==> config.mk <==
export PLATFORM = sky130hd
export DESIGN_NAME = digit_scan_ctrl
export DESIGN_NICKNAME = d
export VERILOG_FILES = /design/src/rtl/digit_scan_ctrl.sv
export SDC_FILE = /design/constraint.sdc
export NUM_CORES = 1
export LEC_CHECK = 0
export ABC_AREA = 1
export CORE_MARGIN = 2
export CORE_UTILIZATION = 59
export DETAILED_ROUTE_END_ITERATION = 12
export PLACE_DENSITY_LB_ADDON = 0.25
export RECOVER_POWER = 50
export SLEW_MARGIN = 15
export SYNTH_ARGS = -nofsm -noshare
export SYNTH_HDL_FRONTEND = slang
export SYNTH_SLANG_ARGS = --single-unit
==> constraint.sdc <==
create_clock -name clk_i -period 3.7 [get_ports clk_i]
set_input_delay 0.37 -clock clk_i [delete_from_list [all_inputs] [get_ports clk_i]]
set_output_delay 0.37 -clock clk_i [all_outputs]
set_load 0.05 [all_outputs]
==> src/rtl/digit_scan_ctrl.sv <==
// digit_scan_ctrl: scan controller for a four-digit display fed through a
// 1-to-4 nibble demultiplexer. Holds a 16-bit display value in a shadow
// register and steps through digits 0..3, dwelling DWELL clocks on each.
// New values are accepted at any time into a pending register and are
// committed to the shadow register only at a frame boundary (or on scan
// entry), so a frame never mixes old and new digits.
//
// Optional feature: define DIGIT_SCAN_LZ_BLANK_EN to enable leading-zero
// blanking (digit_valid_o low for digits k>0 whose nibbles k..3 are all zero).
//
// Ports:
//   clk_i          system clock, rising edge
//   rst_ni         synchronous active-low reset
//   enable_i       1 = scanning, 0 = idle
//   load_i         single-cycle strobe, captures value_i into pending
//   value_i[15:0]  display value, digit k = value_i[4k+3:4k]
//   sel_o[1:0]     digit select to the demux
//   nibble_o[3:0]  data for the selected digit
//   digit_valid_o  selected digit should be lit
//   frame_done_o   one-cycle pulse when digit 3's dwell ends
//   load_ack_o     one-cycle pulse when a pending value is committed

module digit_scan_ctrl #(
    parameter int unsigned DWELL = 50000,
    parameter int unsigned CNT_W = 16
) (
    input  logic        clk_i,
    input  logic        rst_ni,
    input  logic        enable_i,
    input  logic        load_i,
    input  logic [15:0] value_i,
    output logic [1:0]  sel_o,
    output logic [3:0]  nibble_o,
    output logic        digit_valid_o,
    output logic        frame_done_o,
    output logic        load_ack_o
);

    localparam logic [CNT_W-1:0] CntLast = CNT_W'(DWELL - 1);

    typedef enum logic [0:0] {StIdle, StScan} state_e;

    state_e           state_q, state_d;
    logic [CNT_W-1:0] cnt_q, cnt_d;
    logic [1:0]       sel_q, sel_d;
    logic [15:0]      shadow_q, shadow_d;
    logic [15:0]      pending_q, pending_d;
    logic             pend_q, pend_d;
    logic [3:0]       nibble_q, nibble_d;
    logic             valid_q, valid_d;
    logic             frame_done_q, frame_done_d;
    logic             load_ack_q, load_ack_d;
    logic             commit_slot;

    // Next-state: FSM, dwell counter, load/commit path.
    always_comb begin
        state_d      = state_q;
        cnt_d        = cnt_q;
        sel_d        = sel_q;
        shadow_d     = shadow_q;
        pending_d    = pending_q;
        pend_d       = pend_q;
        frame_done_d = 1'b0;
        load_ack_d   = 1'b0;
        commit_slot  = 1'b0;

        if (load_i) begin
            pending_d = value_i;
            pend_d    = 1'b1;
        end

        case (state_q)
            StIdle: begin
                cnt_d = '0;
                sel_d = 2'd0;
                if (enable_i) begin
                    state_d     = StScan;
                    commit_slot = 1'b1;
                end
            end
            StScan: begin
                // Dropping enable beats the frame boundary: no commit, no frame_done.
                if (!enable_i) begin
                    state_d = StIdle;
                    cnt_d   = '0;
                    sel_d   = 2'd0;
                end else if (cnt_q == CntLast) begin
                    cnt_d = '0;
                    sel_d = sel_q + 2'd1;
                    if (sel_q == 2'd3) begin
                        frame_done_d = 1'b1;
                        commit_slot  = 1'b1;
                    end
                end else begin
                    cnt_d = cnt_q + CNT_W'(1);
                end
            end
            default: state_d = StIdle;
        endcase

        // A load arriving in the commit cycle goes straight to shadow.
        if (commit_slot && (pend_q || load_i)) begin
            shadow_d   = load_i ? value_i : pending_q;
            pend_d     = 1'b0;
            load_ack_d = 1'b1;
        end
    end

    // Registered outputs are computed from next-state so sel, nibble and
    // digit_valid all move on the same edge.
    always_comb begin
        nibble_d = 4'd0;
        valid_d  = 1'b0;
        if (state_d == StScan) begin
            case (sel_d)
                2'd0:    nibble_d = shadow_d[3:0];
                2'd1:    nibble_d = shadow_d[7:4];
                2'd2:    nibble_d = shadow_d[11:8];
                default: nibble_d = shadow_d[15:12];
            endcase
`ifdef DIGIT_SCAN_LZ_BLANK_EN
            case (sel_d)
                2'd0:    valid_d = 1'b1;
                2'd1:    valid_d = |shadow_d[15:4];
                2'd2:    valid_d = |shadow_d[15:8];
                default: valid_d = |shadow_d[15:12];
            endcase
`else
            valid_d = 1'b1;
`endif
        end
    end

    always_ff @(posedge clk_i) begin
        if (!rst_ni) begin
            state_q      <= StIdle;
            cnt_q        <= '0;
            sel_q        <= 2'd0;
            shadow_q     <= 16'd0;
            pending_q    <= 16'd0;
            pend_q       <= 1'b0;
            nibble_q     <= 4'd0;
            valid_q      <= 1'b0;
            frame_done_q <= 1'b0;
            load_ack_q   <= 1'b0;
        end else begin
            state_q      <= state_d;
            cnt_q        <= cnt_d;
            sel_q        <= sel_d;
            shadow_q     <= shadow_d;
            pending_q    <= pending_d;
            pend_q       <= pend_d;
            nibble_q     <= nibble_d;
            valid_q      <= valid_d;
            frame_done_q <= frame_done_d;
            load_ack_q   <= load_ack_d;
        end
    end

    assign sel_o         = sel_q;
    assign nibble_o      = nibble_q;
    assign digit_valid_o = valid_q;
    assign frame_done_o  = frame_done_q;
    assign load_ack_o    = load_ack_q;

endmodule

==> impl_metrics.tcl <==
set metrics [dict create \
    status "complete, no violations" \
    crit_path_end_kind "flip-flop" \
    cp_common_cell "nor2_1" \
    grt_use_met3_pct 9.38 \
    die_w_microns 69.9 \
    cts_setup_buffers 0 \
    first_pass_iters 4 \
    p_leak_nw 1.36 \
    crit_path_max_incr_delay_ns 0.75 \
    pin_count 29 \
    cts_max_level 3 \
    avgViaCountPerCell 5.15 \
    yosys.area.top_type "dfxtp_1" \
    diodes 0 \
    grt_util_met2_pct 33.0 \
    synth_edf_count 0 \
    grt_use_met1_pct 30.0 \
    post-place-ws_ns 1.15 \
    synth.most_common_cell "nor2_1" \
    cp_max_fo 22 \
    drv_slew 0 \
    ant_nets 0 \
    skew_ns 0.00531 \
    root_buffer "clkbuf_8" \
    rows 23 \
    grt_max_degree 36 \
    power_mw 1.44 \
    synthDominantCellAreaShare_pct 45.3 \
    cp_slowest_cell "nand3_1" \
    portBuffers 28 \
    cp-startpoint "load_i" \
    post_dp_cell_area_sq_um 2850 \
    setup_violations 0 \
    core_area_sq_um 4090 \
    syn_area_sq_um 2560 \
    drt-initial-drc-count 155 \
    critical_path.startpoint_type "primary input" \
    n_fill_cell 318 \
    rsz0062_at_grt "no" \
    start_util_pct 62.7 \
    fin_area_sq_um 3060 \
    critical-path-top-delay-family "simple AND/OR/NAND/NOR gates" \
    synth.yosys.warnings 0 \
    crit_path_cell_trace "clkdlybuf4s50_1 > buf_4 > nor2_1 > inv_1 > nand3_1 > nand2_1 > nand3_1 > nand2_1 > nor2_1 > nor2_1" \
    dp_hpwl_microns 3580 \
    ys_types 29 \
    critPathKind "in2reg" \
    routed-via-count 2170 \
    antenna_found_initial 0 \
    fmax_mhz 375 \
    synth_commonest_cells "nor2_1 (69), dfxtp_1 (58), nand2_1 (57)" \
    p_per_area_nw_per_um2 471 \
    ys_seq_area_share_pct 45.3 \
    ys.flop_type "dfxtp_1" \
    cp.arrival_ns 2.93 \
    crit_buf_inv 3 \
    drc 0 \
    die_h_microns 69.9 \
    ys_top_cells_by_area "dfxtp_1 (45%), nor2_1 (10%), nand2_1 (8.3%)" \
    hold_viol 0 \
    ys_ff_latch 58 \
    layout-drive-gt1-share_pct 9.70 \
    syn_to_final_growth_pct 19.2 \
    ctsHoldBuffers 0 \
    wl_per_cell_microns 12.1 \
    finalCritPeriodShare_pct 72.1 \
    whs_ns 0.465 \
    r2r_start "cnt_q[0]" \
    cts_inserted_buffers 9 \
    post-route-min-period_ns 2.67 \
    grt_overflow 0 \
    cts_tree "done" \
    clk_pin_slew_ns 0.06 \
    cp.required_ns 3.96 \
    setup_ws_ns 1.03 \
    netlist_instances 337 \
    place_congestion 0.817 \
    clock_latency_ns 0.34 \
    min_path_type "reg2reg" \
    tightest_slew_ns 0.965 \
    track_usage_pct 22.6 \
    max_cap_viol_count 0 \
    clock_sinks 58 \
    cts_resized 0 \
    slew_headroom_pct 35.5 \
    die_area_sq_um 4890 \
    busiest_layer "met2" \
    synth_async_sr_flop_share_pct 0 \
    clock_path_buffers 2 \
    grt_pass1_wl_microns 8610 \
    setup-tns-final_ns 0 \
    fin_nets 388 \
    hp-start "cnt_q[0]" \
    vdd_drop_max_mv 0.404 \
    syn_avg_cell_area_sq_um 7.61 \
    syn-num-nets 359 \
    grt_pass1_vias 1956 \
    finalWirelength_microns 5080 \
]
-- routing by layer --
metal / vias to the layer above / wire (microns)
met5: - / 0
met4: 0 / 42
met3: 7 / 319
met2: 69 / 2340
met1: 966 / 2380
li1: 1128 / -
-- worst reg2reg max path, stage by stage, from the launching register on --
cell and delay (ns):
dfxtp_1 0.37, ha_1 0.21, nand3_2 0.14, nor2_4 0.19, nand3_2 0.13, nand2_4 0.15
nand3_1 0.69, nand2_1 0.31, nand3_1 0.11, nand2_1 0.08, nor2_1 0.05, nor2_1 0.13
-- power breakdown --
group | internal (mW) | total (mW) | switching [mW]
clock | 0.392 | 0.640 | 0.248
combinational | 0.0549 | 0.139 | 0.0845
sequential | 0.651 | 0.659 | 0.00749
total | 1.10 | 1.44 | 0.340
-- state kept, by name (all words and copies together), names as in the netlist --
name / flops
load_ack_o: 1
nibble_o: 4
shadow_q: 16
pend_q: 1
sel_o: 2
state_q: 1
frame_done_o: 1
pending_q: 16
cnt_q: 16
-- stage by stage --
step / std cells / util [%]
final: 421 / 74.8
after global routing: 421 / 74.8
after CTS: 421 / 75.1
after detailed placement: 405 / 69.7
after global placement: 405 / 69.7
after floorplan: 337 / -
-- kinds of logic (layout without fill, tap and decap cells) --
group / after synthesis / in the layout / share of synthesized area [%]
compound gates: 20 / 20 / 4.49
xor+xnor: 5 / 5 / 1.71
fa+ha+maj: 2 / 2 / 0.976
buf+inv: 52 / 86 / 8.54
flops: 58 / 58 / 45.3
mux: 16 / 16 / 6.25
simple gates: 184 / 184 / 32.7
-- path summary, 6_finish.rpt --
kind | end | depth (start not counted) | slack, ns
min | cnt_q[0] | 1 | 0.47
max reg2reg | nibble_o[2] | 11 | 1.05
max | nibble_o[2] | 10 | 1.03
min reg2reg | cnt_q[0] | 1 | 0.47
-- placed cells by master (no fill, tap or decap) --
master            n
a21oi_1           7
xnor2_1           2
nand4_1          16
nor2_4            2
ha_1              2
nor3b_1           1
o21ai_1           4
nand2_2           7
buf_4             1
clkdlybuf4s50_1  17
nand2_4           1
clkinv_1          1
nor2_1           69
nor4_1            1
dfxtp_1          58
xor2_1            3
mux2i_1          16
bufinv_16         2
or2_2             2
dlygate4sd3_1    11
clkinv_2          5
nor3_1            5
nand3_1          21
nand3_2           2
inv_1            39
o21ai_0           5
clkbuf_8         10
o21ai_2           4
nand2_1          57
-- final cells by class --
class | instances | area (sq um) | area share, %
clock inverters | 6 | 80.1 | 2.62
flip-flops and latches | 58 | 1160 | 38.0
well taps | 50 | 62.6 | 2.05
clock buffers | 10 | 138 | 4.50
repair buffers | 29 | 288 | 9.42
inverters | 41 | 155 | 5.08
multi-input cells | 227 | 1170 | 38.3
(Power assumes the default switching activity.)
